$ cat src/rtl/display_pkg.sv
// Shared types and helpers for the multiplexed 7-segment scan controller.
package display_pkg;

  localparam int unsigned N_DIGITS = 4;
  localparam int unsigned NIBBLE_W = 4;

  typedef enum logic [1:0] {
    StIdle,
    StBlank,
    StOn
  } state_e;

  function automatic logic [N_DIGITS-1:0] digit_onehot(input logic [1:0] idx);
    logic [N_DIGITS-1:0] oh;
    oh      = '0;
    oh[idx] = 1'b1;
    return oh;
  endfunction

endpackage

$ cat src/rtl/display_scan_ctrl_if.sv
// Control/data bundle between the display scan controller and its host/driver side.
interface display_scan_ctrl_if;
  import display_pkg::*;

  logic                           i_Enable;
  logic                           i_Load;
  logic [N_DIGITS*NIBBLE_W-1:0]   i_Data;
  logic [N_DIGITS-1:0]            i_DigitEn;
  logic [N_DIGITS-1:0]            o_Anodos;
  logic [1:0]                     o_Sel;
  logic [NIBBLE_W-1:0]            o_Nibble;
  logic                           o_Frame;
  logic                           o_Pending;

  modport master (
    output i_Enable, i_Load, i_Data, i_DigitEn,
    input  o_Anodos, o_Sel, o_Nibble, o_Frame, o_Pending
  );

  modport slave (
    input  i_Enable, i_Load, i_Data, i_DigitEn,
    output o_Anodos, o_Sel, o_Nibble, o_Frame, o_Pending
  );

endinterface

$ cat src/rtl/display_slot_timer.sv
// Loadable down-counter; tc_o is high while the count sits at zero.
module display_slot_timer #(
  parameter int unsigned Width = 16
) (
  input  logic             clk_i,
  input  logic             rst_ni,
  input  logic             load_i,
  input  logic [Width-1:0] load_val_i,
  output logic             tc_o
);

  logic [Width-1:0] cnt_q, cnt_d;

  always_comb begin
    cnt_d = cnt_q;
    if (load_i) begin
      cnt_d = load_val_i;
    end else if (cnt_q != '0) begin
      cnt_d = cnt_q - 1'b1;
    end
  end

  always_ff @(posedge clk_i or negedge rst_ni) begin
    if (!rst_ni) begin
      cnt_q <= '0;
    end else begin
      cnt_q <= cnt_d;
    end
  end

  assign tc_o = (cnt_q == '0);

endmodule

$ cat src/rtl/display_scan_ctrl.sv
// Timed 4-digit scan with blanking gaps, per-digit mask and frame-aligned data load.
module display_scan_ctrl
  import display_pkg::*;
#(
  parameter int unsigned ON_CYCLES    = 50000,
  parameter int unsigned BLANK_CYCLES = 1000
) (
  input logic                i_Clk,
  input logic                i_Reset,
  display_scan_ctrl_if.slave bus
);

  localparam int unsigned MaxCycles = (ON_CYCLES > BLANK_CYCLES) ? ON_CYCLES : BLANK_CYCLES;
  localparam int unsigned CntW      = $clog2(MaxCycles + 1);
  localparam int unsigned DataW     = N_DIGITS * NIBBLE_W;

  localparam logic [CntW-1:0] OnLoad    = CntW'(ON_CYCLES - 1);
  localparam logic [CntW-1:0] BlankLoad = CntW'((BLANK_CYCLES > 0) ? BLANK_CYCLES - 1 : 0);
  // Every slot opens in BLANK unless blanking is configured away.
  localparam state_e          SlotStart = (BLANK_CYCLES == 0) ? StOn : StBlank;
  localparam logic [CntW-1:0] SlotLoad  = (BLANK_CYCLES == 0) ? OnLoad : BlankLoad;

  state_e               state_q, state_d;
  logic [1:0]           sel_q, sel_d;
  logic [DataW-1:0]     shadow_data_q, shadow_data_d;
  logic [N_DIGITS-1:0]  shadow_en_q, shadow_en_d;
  logic [DataW-1:0]     active_data_q, active_data_d;
  logic [N_DIGITS-1:0]  active_en_q, active_en_d;
  logic                 pending_q, pending_d;
  logic [N_DIGITS-1:0]  anodos_q, anodos_d;
  logic [NIBBLE_W-1:0]  nibble_q, nibble_d;
  logic                 frame_q, frame_d;

  logic                 tmr_load;
  logic [CntW-1:0]      tmr_val;
  logic                 tmr_tc;
  logic                 apply;

  display_slot_timer #(
    .Width (CntW)
  ) u_slot_timer (
    .clk_i      (i_Clk),
    .rst_ni     (i_Reset),
    .load_i     (tmr_load),
    .load_val_i (tmr_val),
    .tc_o       (tmr_tc)
  );

  always_comb begin
    state_d       = state_q;
    sel_d         = sel_q;
    frame_d       = 1'b0;
    tmr_load      = 1'b0;
    tmr_val       = '0;
    apply         = 1'b0;
    shadow_data_d = shadow_data_q;
    shadow_en_d   = shadow_en_q;
    active_data_d = active_data_q;
    active_en_d   = active_en_q;
    pending_d     = pending_q;

    if (!bus.i_Enable) begin
      state_d  = StIdle;
      sel_d    = '0;
      tmr_load = 1'b1;
    end else begin
      unique case (state_q)
        StIdle: begin
          state_d  = SlotStart;
          sel_d    = '0;
          frame_d  = 1'b1;
          apply    = 1'b1;
          tmr_load = 1'b1;
          tmr_val  = SlotLoad;
        end
        StBlank: begin
          if (tmr_tc) begin
            state_d  = StOn;
            tmr_load = 1'b1;
            tmr_val  = OnLoad;
          end
        end
        StOn: begin
          if (tmr_tc) begin
            state_d  = SlotStart;
            tmr_load = 1'b1;
            tmr_val  = SlotLoad;
            if (sel_q == 2'd3) begin
              sel_d   = '0;
              frame_d = 1'b1;
              apply   = 1'b1;
            end else begin
              sel_d = sel_q + 2'd1;
            end
          end
        end
        default: state_d = StIdle;
      endcase
    end

    // A load coinciding with a frame start goes straight to the active set.
    if (apply) begin
      if (bus.i_Load) begin
        shadow_data_d = bus.i_Data;
        shadow_en_d   = bus.i_DigitEn;
        active_data_d = bus.i_Data;
        active_en_d   = bus.i_DigitEn;
        pending_d     = 1'b0;
      end else if (pending_q) begin
        active_data_d = shadow_data_q;
        active_en_d   = shadow_en_q;
        pending_d     = 1'b0;
      end
    end else if (bus.i_Load) begin
      shadow_data_d = bus.i_Data;
      shadow_en_d   = bus.i_DigitEn;
      pending_d     = 1'b1;
    end

    anodos_d = '0;
    if (state_d == StOn && active_en_d[sel_d]) begin
      anodos_d = digit_onehot(sel_d);
    end
    nibble_d = active_data_d[{sel_d, 2'b00} +: NIBBLE_W];
  end

  always_ff @(posedge i_Clk or negedge i_Reset) begin
    if (!i_Reset) begin
      state_q       <= StIdle;
      sel_q         <= '0;
      shadow_data_q <= '0;
      shadow_en_q   <= '0;
      active_data_q <= '0;
      active_en_q   <= '1;
      pending_q     <= 1'b0;
      anodos_q      <= '0;
      nibble_q      <= '0;
      frame_q       <= 1'b0;
    end else begin
      state_q       <= state_d;
      sel_q         <= sel_d;
      shadow_data_q <= shadow_data_d;
      shadow_en_q   <= shadow_en_d;
      active_data_q <= active_data_d;
      active_en_q   <= active_en_d;
      pending_q     <= pending_d;
      anodos_q      <= anodos_d;
      nibble_q      <= nibble_d;
      frame_q       <= frame_d;
    end
  end

  assign bus.o_Anodos  = anodos_q;
  assign bus.o_Sel     = sel_q;
  assign bus.o_Nibble  = nibble_q;
  assign bus.o_Frame   = frame_q;
  assign bus.o_Pending = pending_q;

endmodule

$ cat src/flat_wrapper.sv
// flat-port wrapper written by rule: the top's interface ports become plain ports
module display_scan_ctrl_flat import display_pkg::*;
#(
  parameter int unsigned ON_CYCLES    = 50000,
  parameter int unsigned BLANK_CYCLES = 1000
)
  (i_Clk, i_Reset, bus_i_Enable, bus_i_Load, bus_i_Data, bus_i_DigitEn, bus_o_Anodos, bus_o_Sel, bus_o_Nibble, bus_o_Frame, bus_o_Pending);
  display_scan_ctrl_if bus_i ();
  input logic i_Clk;
  input logic i_Reset;
  input wire logic [$bits(bus_i.i_Enable)-1:0] bus_i_Enable;
  input wire logic [$bits(bus_i.i_Load)-1:0] bus_i_Load;
  input wire logic [$bits(bus_i.i_Data)-1:0] bus_i_Data;
  input wire logic [$bits(bus_i.i_DigitEn)-1:0] bus_i_DigitEn;
  output wire logic [$bits(bus_i.o_Anodos)-1:0] bus_o_Anodos;
  output wire logic [$bits(bus_i.o_Sel)-1:0] bus_o_Sel;
  output wire logic [$bits(bus_i.o_Nibble)-1:0] bus_o_Nibble;
  output wire logic [$bits(bus_i.o_Frame)-1:0] bus_o_Frame;
  output wire logic [$bits(bus_i.o_Pending)-1:0] bus_o_Pending;
  assign bus_i.i_Enable = bus_i_Enable;
  assign bus_i.i_Load = bus_i_Load;
  assign bus_i.i_Data = bus_i_Data;
  assign bus_i.i_DigitEn = bus_i_DigitEn;
  assign bus_o_Anodos = bus_i.o_Anodos;
  assign bus_o_Sel = bus_i.o_Sel;
  assign bus_o_Nibble = bus_i.o_Nibble;
  assign bus_o_Frame = bus_i.o_Frame;
  assign bus_o_Pending = bus_i.o_Pending;
  display_scan_ctrl #(.ON_CYCLES(ON_CYCLES), .BLANK_CYCLES(BLANK_CYCLES)) u_core (.i_Clk(i_Clk), .i_Reset(i_Reset), .bus(bus_i));
endmodule
$ cat config.mk
export PLATFORM = sky130hd
export DESIGN_NAME = display_scan_ctrl_flat
export DESIGN_NICKNAME = d
export VERILOG_FILES = /design/src/rtl/display_pkg.sv /design/src/rtl/display_scan_ctrl_if.sv /design/src/rtl/display_slot_timer.sv /design/src/rtl/display_scan_ctrl.sv /design/src/flat_wrapper.sv
export SDC_FILE = /design/constraint.sdc
export NUM_CORES = 1
export LEC_CHECK = 0
export ABC_AREA = 0
export BUFFER_PORTS_ARGS = -buffer_cell sky130_fd_sc_hd__clkbuf_2
export CORE_ASPECT_RATIO = 0.75
export CORE_UTILIZATION = 40
export CTS_CLUSTER_DIAMETER = 120
export DETAILED_ROUTE_END_ITERATION = 7
export PLACE_DENSITY = 0.6
export SETUP_SLACK_MARGIN = 0.05
export SLEW_MARGIN = 20
export SYNTH_ARGS = -nofsm -noshare
export SYNTH_HDL_FRONTEND = slang
export SYNTH_SLANG_ARGS = --single-unit
$ cat constraint.sdc
create_clock -name i_Clk -period 4.36 [get_ports i_Clk]
set_input_delay 0.436 -clock i_Clk [delete_from_list [all_inputs] [get_ports i_Clk]]
set_output_delay 0.436 -clock i_Clk [all_outputs]
set_load 0.005 [all_outputs]
==> results.json, run 1 <==
{
  "status": "complete, no violations",
  "cp_max_fo": 15,
  "cp_common_cell": "nor2b_1",
  "crit_path_max_incr_delay_ns": 0.74,
  "drive_gt1_frac": 0.278,
  "clk_pin_slew_worst_paths_ns": 0.06,
  "cts.sinks": 70,
  "wl_um": 7520,
  "synthCells": 308,
  "io_buffers": 35,
  "worst_slew_pin_slew_ns": 0.882,
  "cp-start-kind": "flop",
  "synth_seq_cells": 70,
  "drc_errors": 0,
  "io_pins": 36,
  "hold_buffers": 0,
  "drv_cap": 0,
  "layout_setup_ws_ns": 1.15,
  "crit_chain": "inv_1, ha_1, nor2b_1, and3_1, a21oi_4, nor3_4, mux2_2, nor2b_1, a211o_1",
  "hold_viol_final": 0,
  "tritoncts": "built",
  "critical_path_class": "reg -> reg",
  "gp_congestion": 0.773,
  "fp-row-count": 28,
  "n_antenna_cell": 0,
  "overflow": 0,
  "die_w_um": 109,
  "grtUsageTotal": 0.192,
  "ys_types": 61,
  "cp_data_required_time_ns": 4.57,
  "place_worst_setup_slack_ns": 1.19,
  "slew_viol_final": 0,
  "synthFlopType": "dfrtp_1",
  "power_density_nw_per_um2": 507,
  "seq_area_frac_synth": 0.511,
  "cts_buffers": 9,
  "area_growth_pct": 16.9,
  "crit_slowest_cell": "nor3_4",
  "async_flop_share": 1.00,
  "synth_top_area_cell": "dfrtp_1",
  "fin_crit_ns": 3.21,
  "nNetsFinal": 377,
  "dieHeight_um": 82.3,
  "setup_viol": 0,
  "clkLatencyLatePin_ns": 0.33,
  "fin_skew_ns": 0.00841,
  "syn_avg_cell_area_um2": 11.2,
  "drtPass1Iterations": 4,
  "h-tree-depth": 3,
  "arrival_ns": 3.42,
  "drtIter0Drc": 147,
  "drt.antenna.violating_nets": 0,
  "fin_setup_tns_ns": 0,
  "synth_edf_count": 0,
  "antenna_found_initial": 0,
  "vias": 2459,
  "syn_nets": 338,
  "cp-end-kind": "flop",
  "drt-wirelength-per-cell_um": 16.5,
  "cts_setup_buffers": 0,
  "grt_pass1_wl_um": 12600,
  "die-area_um2": 8960,
  "grt_max_degree": 40,
  "fp.coreArea_um2": 8090,
  "synth_top_area_share": 0.481,
  "cts_root_buffer": "clkbuf_16",
  "synth_area_leaders": "dfrtp_1 48%, mux2_2 8.9%, nor2_1 4.5%",
  "initial_core_util": 0.424,
  "ctsResizeCount": 0,
  "synth.cell_area_um2": 3430,
  "slew_headroom": 0.410,
  "leakagePower_nw": 1.80,
  "hold_class": "in -> async",
  "cts_buffer_depth": 2,
  "place_hpwl_um": 5320,
  "grt_pass1_vias": 2388,
  "vdd_drop_max_uv": 218,
  "post-route-period-util": 0.735,
  "yosysWarnings": 0,
  "rsz0062_at_grt": "false",
  "fmax_ghz": 0.312,
  "viasPerCell": 5.38
}
-- cells by family after synthesis --
kind of cell | Yosys count | synth area share
multiplexers | 35 | 0.116
AND/OR/NAND/NOR | 97 | 0.145
buffers and inverters | 24 | 0.0331
AO/OA/AOI/OAI | 67 | 0.149
XOR/XNOR | 9 | 0.0229
flip-flops | 70 | 0.511
adder cells (fa/ha/maj) | 6 | 0.0219
-- cell usage in the layout, fill, tap and decap left out, drive strengths merged, types with 3 or more instances in the layout --
cell type,count
clkinv,4
buf,3
o21ai,16
inv,15
nor2,42
a31oi,3
a22o,3
mux2,30
xor2,5
nand3,11
mux2i,5
a21oi,16
ha,6
nor3,9
or3,3
nor2b,7
xnor2,4
nand2b,4
nand2,11
a211o,4
dfstp,4
o2bb2ai,4
dfrtp,66
clkbuf,44
-- cell usage after synthesis (4+ instances only) --
| master | number |
|---|---|
| nor3_1 | 7 |
| nand2b_1 | 4 |
| o21ai_0 | 13 |
| xnor2_1 | 4 |
| o2bb2ai_1 | 4 |
| nand3_1 | 11 |
| mux2i_1 | 5 |
| a21oi_1 | 15 |
| nand2_1 | 11 |
| xor2_1 | 5 |
| a211o_1 | 4 |
| nor2b_1 | 7 |
| dfrtp_1 | 66 |
| dfstp_2 | 4 |
| mux2_2 | 27 |
| inv_1 | 15 |
| nor2_1 | 41 |
| ha_1 | 6 |
-- where the power goes --
part / internal (mW) / switching [mW]
sequential: 0.782 / 0.0604
combinational: 0.190 / 0.230
clock: 0.501 / 0.275
-- final cells by class --
cell class | instances | area, µm²
Inverter | 15 | 56.3
Tap cell | 105 | 131
Multi-Input combinational cell | 214 | 1560
Clock buffer | 10 | 229
Sequential cell | 70 | 1760
Fill cell | 722 | 4080
Clock inverter | 6 | 87.6
Timing Repair Buffer | 37 | 190
-- per-layer routing --
layer | GRT usage | up-vias | part of all wire
li1 | - | 1180 | -
met3 | 0.0447 | 4 | 0.046
met1 | 0.296 | 1209 | 0.54
met4 | 0.0649 | 0 | 0.0073
met5 | 0 | - | 0
met2 | 0.257 | 66 | 0.41
-- final timing paths --
path	from	endpoint	slack, ns	cells past startpoint
setup / recovery	u_core.u_slot_timer.cnt_q[0]$_DFFE_PN0P_	u_core.bus.o_Nibble[0]$_DFF_PN0_	1.15	9
hold / removal	i_Reset	u_core.shadow_data_q[1]$_DFFE_PN0P_	0.16	1
setup reg to reg	u_core.u_slot_timer.cnt_q[0]$_DFFE_PN0P_	u_core.bus.o_Nibble[0]$_DFF_PN0_	1.15	9
hold reg to reg	u_core.shadow_data_q[8]$_DFFE_PN0P_	u_core.shadow_data_q[8]$_DFFE_PN0P_	0.48	2
max in group asynchronous	i_Reset	u_core.active_en_q[3]$_DFF_PN1_	3.21	2
min in group i_Clk	bus_i_Data[0]	u_core.shadow_data_q[0]$_DFFE_PN0P_	0.35	2
-- critical path, delay by kind of cell (launching register included) --
kind | cells | cell delay [ns]
AND/OR/NAND/NOR | 4 | 1.57
multiplexers | 1 | 0.42
adder cells (fa/ha/maj) | 1 | 0.17
buffers and inverters | 1 | 0.09
flip-flops | 1 | 0.40
AO/OA/AOI/OAI | 2 | 0.43
-- through the flow --
step                std cells  utilization  power [mW]  cell area [µm²]  hold slack [ns]
CTS                       457        0.496        2.05             4020            0.174
detailed placement        441        0.457        1.27             3700            0.473
global placement          441        0.457        1.26             3700            0.465
global route              457        0.496        2.15             4020            0.203
finish                    457        0.496        2.04             4020            0.156
floorplan                 308            -        1.15             3430            0.140
-- flip-flops by register name (all words and copies together), names as in the netlist --
register and flops:
u_core.active_data_q 16, u_core.shadow_data_q 16, u_core.u_slot_timer.cnt_q 16, u_core.active_en_q 4
u_core.bus.o_Anodos 4, u_core.bus.o_Nibble 4, u_core.shadow_en_q 4, u_core.bus.o_Sel 2
u_core.state_q 2, u_core.bus.o_Frame 1, u_core.bus.o_Pending 1
No activity file was read; power rests on OpenSTA's default activity.
==> run 2, diff against run 1 <==
--- a/config.mk
+++ b/config.mk
@@ -5,7 +5,7 @@
 export SDC_FILE = /design/constraint.sdc
 export NUM_CORES = 1
 export LEC_CHECK = 0
-export ABC_AREA = 0
+export ABC_AREA = 1
 export BUFFER_PORTS_ARGS = -buffer_cell sky130_fd_sc_hd__clkbuf_2
 export CORE_ASPECT_RATIO = 0.75
 export CORE_UTILIZATION = 40
==> constraint.sdc (replaced) <==
create_clock -name i_Clk -period 3.2 [get_ports i_Clk]
set_input_delay 0.32 -clock i_Clk [delete_from_list [all_inputs] [get_ports i_Clk]]
set_output_delay 0.32 -clock i_Clk [all_outputs]
set_load 0.005 [all_outputs]
==> run 2 against run 1 <==
Sequential share of layout area rose by 0.33 points; count of clock-buffer cells in the layout did not move; combinational power rose to 2.7 times the previous value; register-to-register slack got worse by 0.09 ns; first-iteration DRC count rose by 13%; critical endpoint is now u_core.bus.o_Nibble[3]$_DFF_PN0_.
==> results.json, run 2 <==
{
  "antenna_found_initial": 0,
  "synth_edf_count": 0,
  "status": "complete, no violations",
  "synthMuxAreaShare": 0.0498,
  "r2r_slack_ns": 1.06,
  "cts_setup_buffers": 0,
  "synth_area_leaders": "dfrtp_1 49%, nand2_1 13%, mux2_2 5.0%",
  "hold_buffers": 1,
  "grt_max_degree": 64,
  "vdd_drop_max_uv": 318,
  "ctsResizeCount": 0,
  "critPathLaunch": "u_core.u_slot_timer.cnt_q[0]$_DFFE_PN0P_",
  "die-area_um2": 8850,
  "drtIter0Drc": 166,
  "place_hpwl_um": 5020,
  "instances_no_fill": 541,
  "n_antenna_cell": 0,
  "io_pins": 36,
  "fin_setup_tns_ns": 0,
  "io_buffers": 35,
  "critical_path_class": "reg -> reg",
  "cp_max_fo": 22,
  "placed_cells": 524,
  "slew_viol_final": 0,
  "post-route-period-util": 0.667,
  "cp-end-kind": "flop",
  "layout_common_cells": "116 x nand2_1, 66 x dfrtp_1, 39 x nor2_1",
  "grtUsageTotal": 0.180,
  "die_w_um": 108,
  "fin_skew_ns": 0.0102,
  "setup_viol": 0,
  "area_growth_pct": 17.5,
  "cp-start-kind": "flop",
  "cp_data_required_time_ns": 3.46,
  "synth_most_common_cell": "nand2_1",
  "synthCells": 390,
  "fp.coreArea_um2": 8060,
  "drv_cap": 0,
  "cts.sinks": 70,
  "clkLatencyLatePin_ns": 0.33,
  "clk_pin_slew_worst_paths_ns": 0.06,
  "rr_startpoint": "u_core.u_slot_timer.cnt_q[0]$_DFFE_PN0P_",
  "arrival_ns": 2.39,
  "vias": 2583,
  "synth.cell_area_um2": 3390,
  "drtPass1Iterations": 4,
  "synth_top_area_share": 0.487,
  "grt_pass1_wl_um": 12000,
  "cts_buffers": 9,
  "leakagePower_nw": 2.06,
  "async_flop_share": 1.00,
  "cts_root_buffer": "clkbuf_16",
  "synth_top_family_by_area": "simple AND/OR/NAND/NOR gates",
  "layout_commonest_cell": "nand2_1",
  "rr_worst_depth": 12,
  "h-tree-depth": 3,
  "dieHeight_um": 81.7,
  "drive_gt1_frac": 0.225,
  "synth-compound-area-share": 0.0771,
  "cts_buffer_depth": 2,
  "overflow": 0,
  "yosysWarnings": 0,
  "synth_seq_cells": 70,
  "tritoncts": "built",
  "drc_errors": 0,
  "nNetsFinal": 461,
  "rsz0062_at_grt": "false",
  "wl_um": 7030,
  "seq_area_frac_synth": 0.518,
  "fmax_ghz": 0.468,
  "fp-row-count": 28,
  "power_density_nw_per_um2": 863,
  "synth_simple_gate_area_frac": 0.254,
  "syn_avg_cell_area_um2": 8.69,
  "top_regs": "u_core.active_data_q x16, u_core.shadow_data_q x16, u_core.u_slot_timer.cnt_q x16",
  "slew_headroom": 0.480,
  "fill_cells": 755,
  "viasPerCell": 4.77,
  "synth_top_cells_by_count": "116 x nand2_1, 66 x dfrtp_1, 39 x nor2_1, 31 x inv_1, 17 x o21ai_1",
  "drt.antenna.violating_nets": 0,
  "synthXorXnorAreaFrac": 0.0232,
  "fin_crit_ns": 2.14,
  "synth_adder_area_share": 0.0221,
  "grt_pass1_vias": 2424,
  "drt-wirelength-per-cell_um": 13.0,
  "synth_top_area_cell": "dfrtp_1",
  "critPathCapture": "u_core.bus.o_Nibble[3]$_DFF_PN0_",
  "gp_congestion": 0.960,
  "worstReg2RegEnd": "u_core.bus.o_Nibble[3]$_DFF_PN0_",
  "syn_nets": 420,
  "hold_viol_final": 0,
  "worst_slew_pin_slew_ns": 0.781,
  "initial_core_util": 0.421,
  "min_from": "bus_i_DigitEn[1]",
  "ys_types": 30,
  "synthFlopType": "dfrtp_1",
  "hold_class": "in -> reg"
}
-- run 2: cell count changes after synthesis, moves of 5 or more --
| cell | before | now |
|---|---|---|
| inv_1 | 15 | 31 |
| o21ai_1 | 2 | 17 |
| nand4_1 | 0 | 5 |
| mux2i_1 | 5 | 0 |
| nor3_1 | 7 | 2 |
| nor2b_1 | 7 | 0 |
| mux2_2 | 27 | 15 |
| inv_2 | 0 | 5 |
| nand2_1 | 11 | 116 |
-- run 2: through the flow --
stage | power [mW] | setup WS (ns) | cell area, µm² | utilization | hold WS, ns
CTS | 3.47 | 1.05 | 3990 | 0.495 | 0.215
global route | 3.70 | 0.814 | 3990 | 0.495 | 0.226
global placement | 2.42 | 1.08 | 3670 | 0.455 | 0.163
floorplan | 2.15 | 1.40 | 3390 | - | 0.0244
detailed placement | 2.43 | 1.06 | 3670 | 0.455 | 0.164
finish | 3.44 | 1.06 | 3990 | 0.495 | 0.224
-- run 2: logic make-up after synthesis --
logic type	count (synthesis)
AO/OA/AOI/OAI	51
XOR/XNOR	9
adder cells (fa/ha/maj)	6
buffers and inverters	45
flip-flops	70
multiplexers	15
AND/OR/NAND/NOR	194
-- run 2: routing by layer --
metal	vias up	part of all wire	global-route usage
met1	1199	0.54	0.263
met5	-	0	0
met3	2	0.052	0.0500
li1	1324	-	-
met2	58	0.40	0.261
met4	0	0.0067	0.0527
-- run 2: power by group --
| part | switching [mW] | internal (mW) |
|---|---|---|
| sequential | 0.140 | 1.15 |
| combinational | 0.738 | 0.406 |
| clock | 0.378 | 0.629 |
-- run 2: critical path, cell delays in order, from the launching register on --
cell and delay (ns):
dfrtp_1 0.41, inv_1 0.09, ha_1 0.20, nand2_2 0.11, nor2_4 0.15, nand3_4 0.11, nand2_4 0.12, nand2_4 0.17
nor2_4 0.32, nand2_1 0.09, nand2_1 0.10, nand2_1 0.07, nand4_1 0.12
-- run 2: cell type report --
class	count	area, µm²	share of cell area
timing repair buffer	38	200	0.0502
clock inverter	6	70.1	0.0176
inverter	37	141	0.0355
sequential	70	1760	0.441
tap	105	131	0.0330
multi-input combinational	275	1450	0.363
clock buffer	10	239	0.0600
-- run 2: worst min-delay path by stage --
stage,end,slack [ns],cells after the start
5_1_grt,u_core.shadow_en_q[0]$_DFFE_PN0P_,0.23,3
2_1_floorplan,u_core.active_data_q[0]$_DFF_PN0_,0.02,0
4_1_cts,u_core.shadow_en_q[1]$_DFFE_PN0P_,0.22,3
3_5_place_dp,u_core.shadow_data_q[13]$_DFFE_PN0P_,0.16,1
6_report,u_core.shadow_en_q[1]$_DFFE_PN0P_,0.22,3
3_3_place_gp,u_core.shadow_data_q[13]$_DFFE_PN0P_,0.16,1
==> run 3, diff against run 2 <==
--- a/config.mk
+++ b/config.mk
@@ -11,7 +11,7 @@
 export CORE_UTILIZATION = 40
 export CTS_CLUSTER_DIAMETER = 120
 export DETAILED_ROUTE_END_ITERATION = 7
-export PLACE_DENSITY = 0.6
+export PLACE_DENSITY = 0.62
 export SETUP_SLACK_MARGIN = 0.05
 export SLEW_MARGIN = 20
 export SYNTH_ARGS = -nofsm -noshare
==> constraint.sdc (replaced) <==
create_clock -name i_Clk -period 1.85 [get_ports i_Clk]
set_input_delay 0.185 -clock i_Clk [delete_from_list [all_inputs] [get_ports i_Clk]]
set_output_delay 0.185 -clock i_Clk [all_outputs]
set_load 0.005 [all_outputs]
==> run 3 against run 2 <==
The flow now finishes with violations (negative setup slack); register-to-register slack worse by 1.1 ns; combinational power rose to 2.6 times the previous value; final area rose by 16%; sequential share of layout area shrank 6.2 points; sequential power rose by 73%; power grew 110%; count of clock-buffer cells in the layout is 1 higher; via count rose by 11%; setup slack got worse by 1.1 ns; critical path type unchanged.
==> results.json, run 3 (same netlist as run 2, synthesis figures left out) <==
{
  "slew_headroom": 0.648,
  "crit_path_max_incr_delay_ns": 0.38,
  "hold_path_depth": 3,
  "die-area_um2": 8850,
  "cp_common_cell": "buf_4",
  "drtIter0Drc": 205,
  "cp-end-kind": "flop",
  "crit_slowest_cell": "dfrtp_1",
  "viasPerCell": 4.86,
  "fin_crit_ns": 1.86,
  "n_antenna_cell": 0,
  "power_density_nw_per_um2": 1530,
  "place_hpwl_um": 5430,
  "fmax_ghz": 0.536,
  "placed_cells": 554,
  "cts_buffer_depth": 2,
  "vias": 2877,
  "gp_congestion": 0.871,
  "instances_no_fill": 592,
  "drc_errors": 0,
  "drv_cap": 0,
  "vdd_drop_max_uv": 583,
  "antenna_found_initial": 0,
  "hold_class": "in -> reg",
  "r2r_slack_ns": -0.01,
  "critPathLaunch": "u_core.u_slot_timer.cnt_q[1]$_DFFE_PN0P_",
  "top_regs": "u_core.active_data_q x16, u_core.shadow_data_q x16, u_core.u_slot_timer.cnt_q x16",
  "critical_path_class": "reg -> reg",
  "rr_startpoint": "u_core.u_slot_timer.cnt_q[1]$_DFFE_PN0P_",
  "leakagePower_nw": 2.37,
  "cts_root_buffer": "clkbuf_16",
  "rsz0062_at_grt": "true",
  "h-tree-depth": 3,
  "hold_viol_final": 0,
  "fp.coreArea_um2": 8060,
  "worst_slew_pin_slew_ns": 0.528,
  "arrival_ns": 2.11,
  "post-route-period-util": 1.01,
  "holdWs_ns": 0.0959,
  "fill_cells": 697,
  "overflow": 0,
  "io_pins": 36,
  "cts.sinks": 70,
  "wl_um": 8140,
  "grt_pass1_wl_um": 13000,
  "clkLatencyLatePin_ns": 0.33,
  "drt-wirelength-per-cell_um": 13.8,
  "grt_pass1_vias": 2693,
  "cts_buffers": 9,
  "layout_common_cells": "107 x nand2_1, 66 x dfrtp_1, 44 x buf_4",
  "worstReg2RegEnd": "u_core.u_slot_timer.cnt_q[1]$_DFFE_PN0P_",
  "cp_max_fo": 4,
  "cp-start-kind": "flop",
  "dieHeight_um": 81.7,
  "layout_setup_ws_ns": -0.0141,
  "rr_worst_depth": 13,
  "slew_viol_final": 0,
  "violations": "negative setup slack",
  "io_buffers": 35,
  "status": "finished, violations left",
  "initial_core_util": 0.421,
  "area_growth_pct": 36.9,
  "layout_commonest_cell": "nand2_1",
  "tritoncts": "built",
  "clk_pin_slew_worst_paths_ns": 0.06,
  "grtUsageTotal": 0.195,
  "setup_viol": 2,
  "crit_chain": "inv_2, ha_4, nand2_4, nor2_4, nand3_4, nand2_4, buf_4, buf_4, buf_4, nand2_2, o21ai_1, nor2_1, a21oi_1",
  "critPathCapture": "u_core.u_slot_timer.cnt_q[1]$_DFFE_PN0P_",
  "grt_max_degree": 43,
  "nNetsFinal": 512,
  "fin_skew_ns": 0.00818,
  "cp_data_required_time_ns": 2.09,
  "drt.antenna.violating_nets": 0,
  "die_w_um": 108,
  "drtPass1Iterations": 5,
  "drive_gt1_frac": 0.386,
  "fp-row-count": 28
}
-- run 3: cell count changes in the layout (fill, tap and decap cells not counted), sizes merged --
cell	previous run	this run
clkinvlp	0	1
clkinv	4	2
inv	38	37
bufinv	1	2
clkbuf	44	45
buf	3	54
-- run 3: power by group --
group | internal, mW | switching, mW | leakage (nW) | total (mW)
registers | 1.99 | 0.242 | 0.876 | 2.23
clock network | 1.25 | 0.640 | 0.162 | 1.89
logic | 1.32 | 1.65 | 1.34 | 2.97
total | 4.56 | 2.53 | 2.37 | 7.09
-- run 3: per-stage QoR --
stage                     utilization  setup slack [ns]  setup TNS [ns]  instance area, µm²  power [mW]
after floorplan                     -            0.0547               0                3390        3.73
after global placement          0.488           -0.0521          -0.209                3930        4.49
after detailed placement        0.488            -0.107          -0.519                3930        4.54
after CTS                       0.547            0.0530               0                4410        6.67
after global routing            0.576            -0.132           -1.36                4640        7.51
final                           0.576           -0.0141         -0.0194                4640        7.09
-- run 3: worst min-delay path by stage --
stage,startpoint,slack [ns],end
6_report,bus_i_Data[8],0.1,u_core.shadow_data_q[8]$_DFFE_PN0P_
5_1_grt,bus_i_DigitEn[2],0.11,u_core.shadow_en_q[2]$_DFFE_PN0P_
4_1_cts,bus_i_DigitEn[0],0.1,u_core.shadow_en_q[0]$_DFFE_PN0P_
3_5_place_dp,i_Reset,0.22,u_core.shadow_data_q[13]$_DFFE_PN0P_
3_3_place_gp,i_Reset,0.22,u_core.shadow_data_q[13]$_DFFE_PN0P_
2_1_floorplan,i_Reset,-0.11,u_core.active_data_q[0]$_DFF_PN0_
-- run 3: timing repair --
action                                  4_1_cts  5_1_grt
hold buffers                                  1        0
endpoints found under the setup margin       19       23
setup buffers                                 8       12
pin swaps                                    10       23
cloned                                        1        0
endpoints found under the hold margin        66        0
resized for setup                            15       38
-- run 3: layout make-up --
class                           instances  area, µm²  area share
Tap cell                              105        131      0.0283
Inverter                               37        144      0.0310
Timing Repair Buffer                   89        668       0.144
Clock buffer                           11        253      0.0545
Sequential cell                        70       1760       0.379
Clock inverter                          5       81.3      0.0175
Multi-Input combinational cell        275       1610       0.346
-- run 3: per-layer routing --
layer  GRT usage  routed length [µm]  vias to the layer above
li1            -                   -                     1430
met1       0.291                4030                     1358
met2       0.282                3600                       81
met3      0.0389                 444                        8
met4      0.0635                  72                        0
met5           0                   0                        -
-- run 3: critical path, delay by kind of cell (launching register included) --
family	cells	cell delay (ns)
AOI/OAI and AO/OA	2	0.25
buffers and inverters	4	0.40
DFF	1	0.38
adders and majority gates	1	0.15
and+or+nand+nor	6	0.58
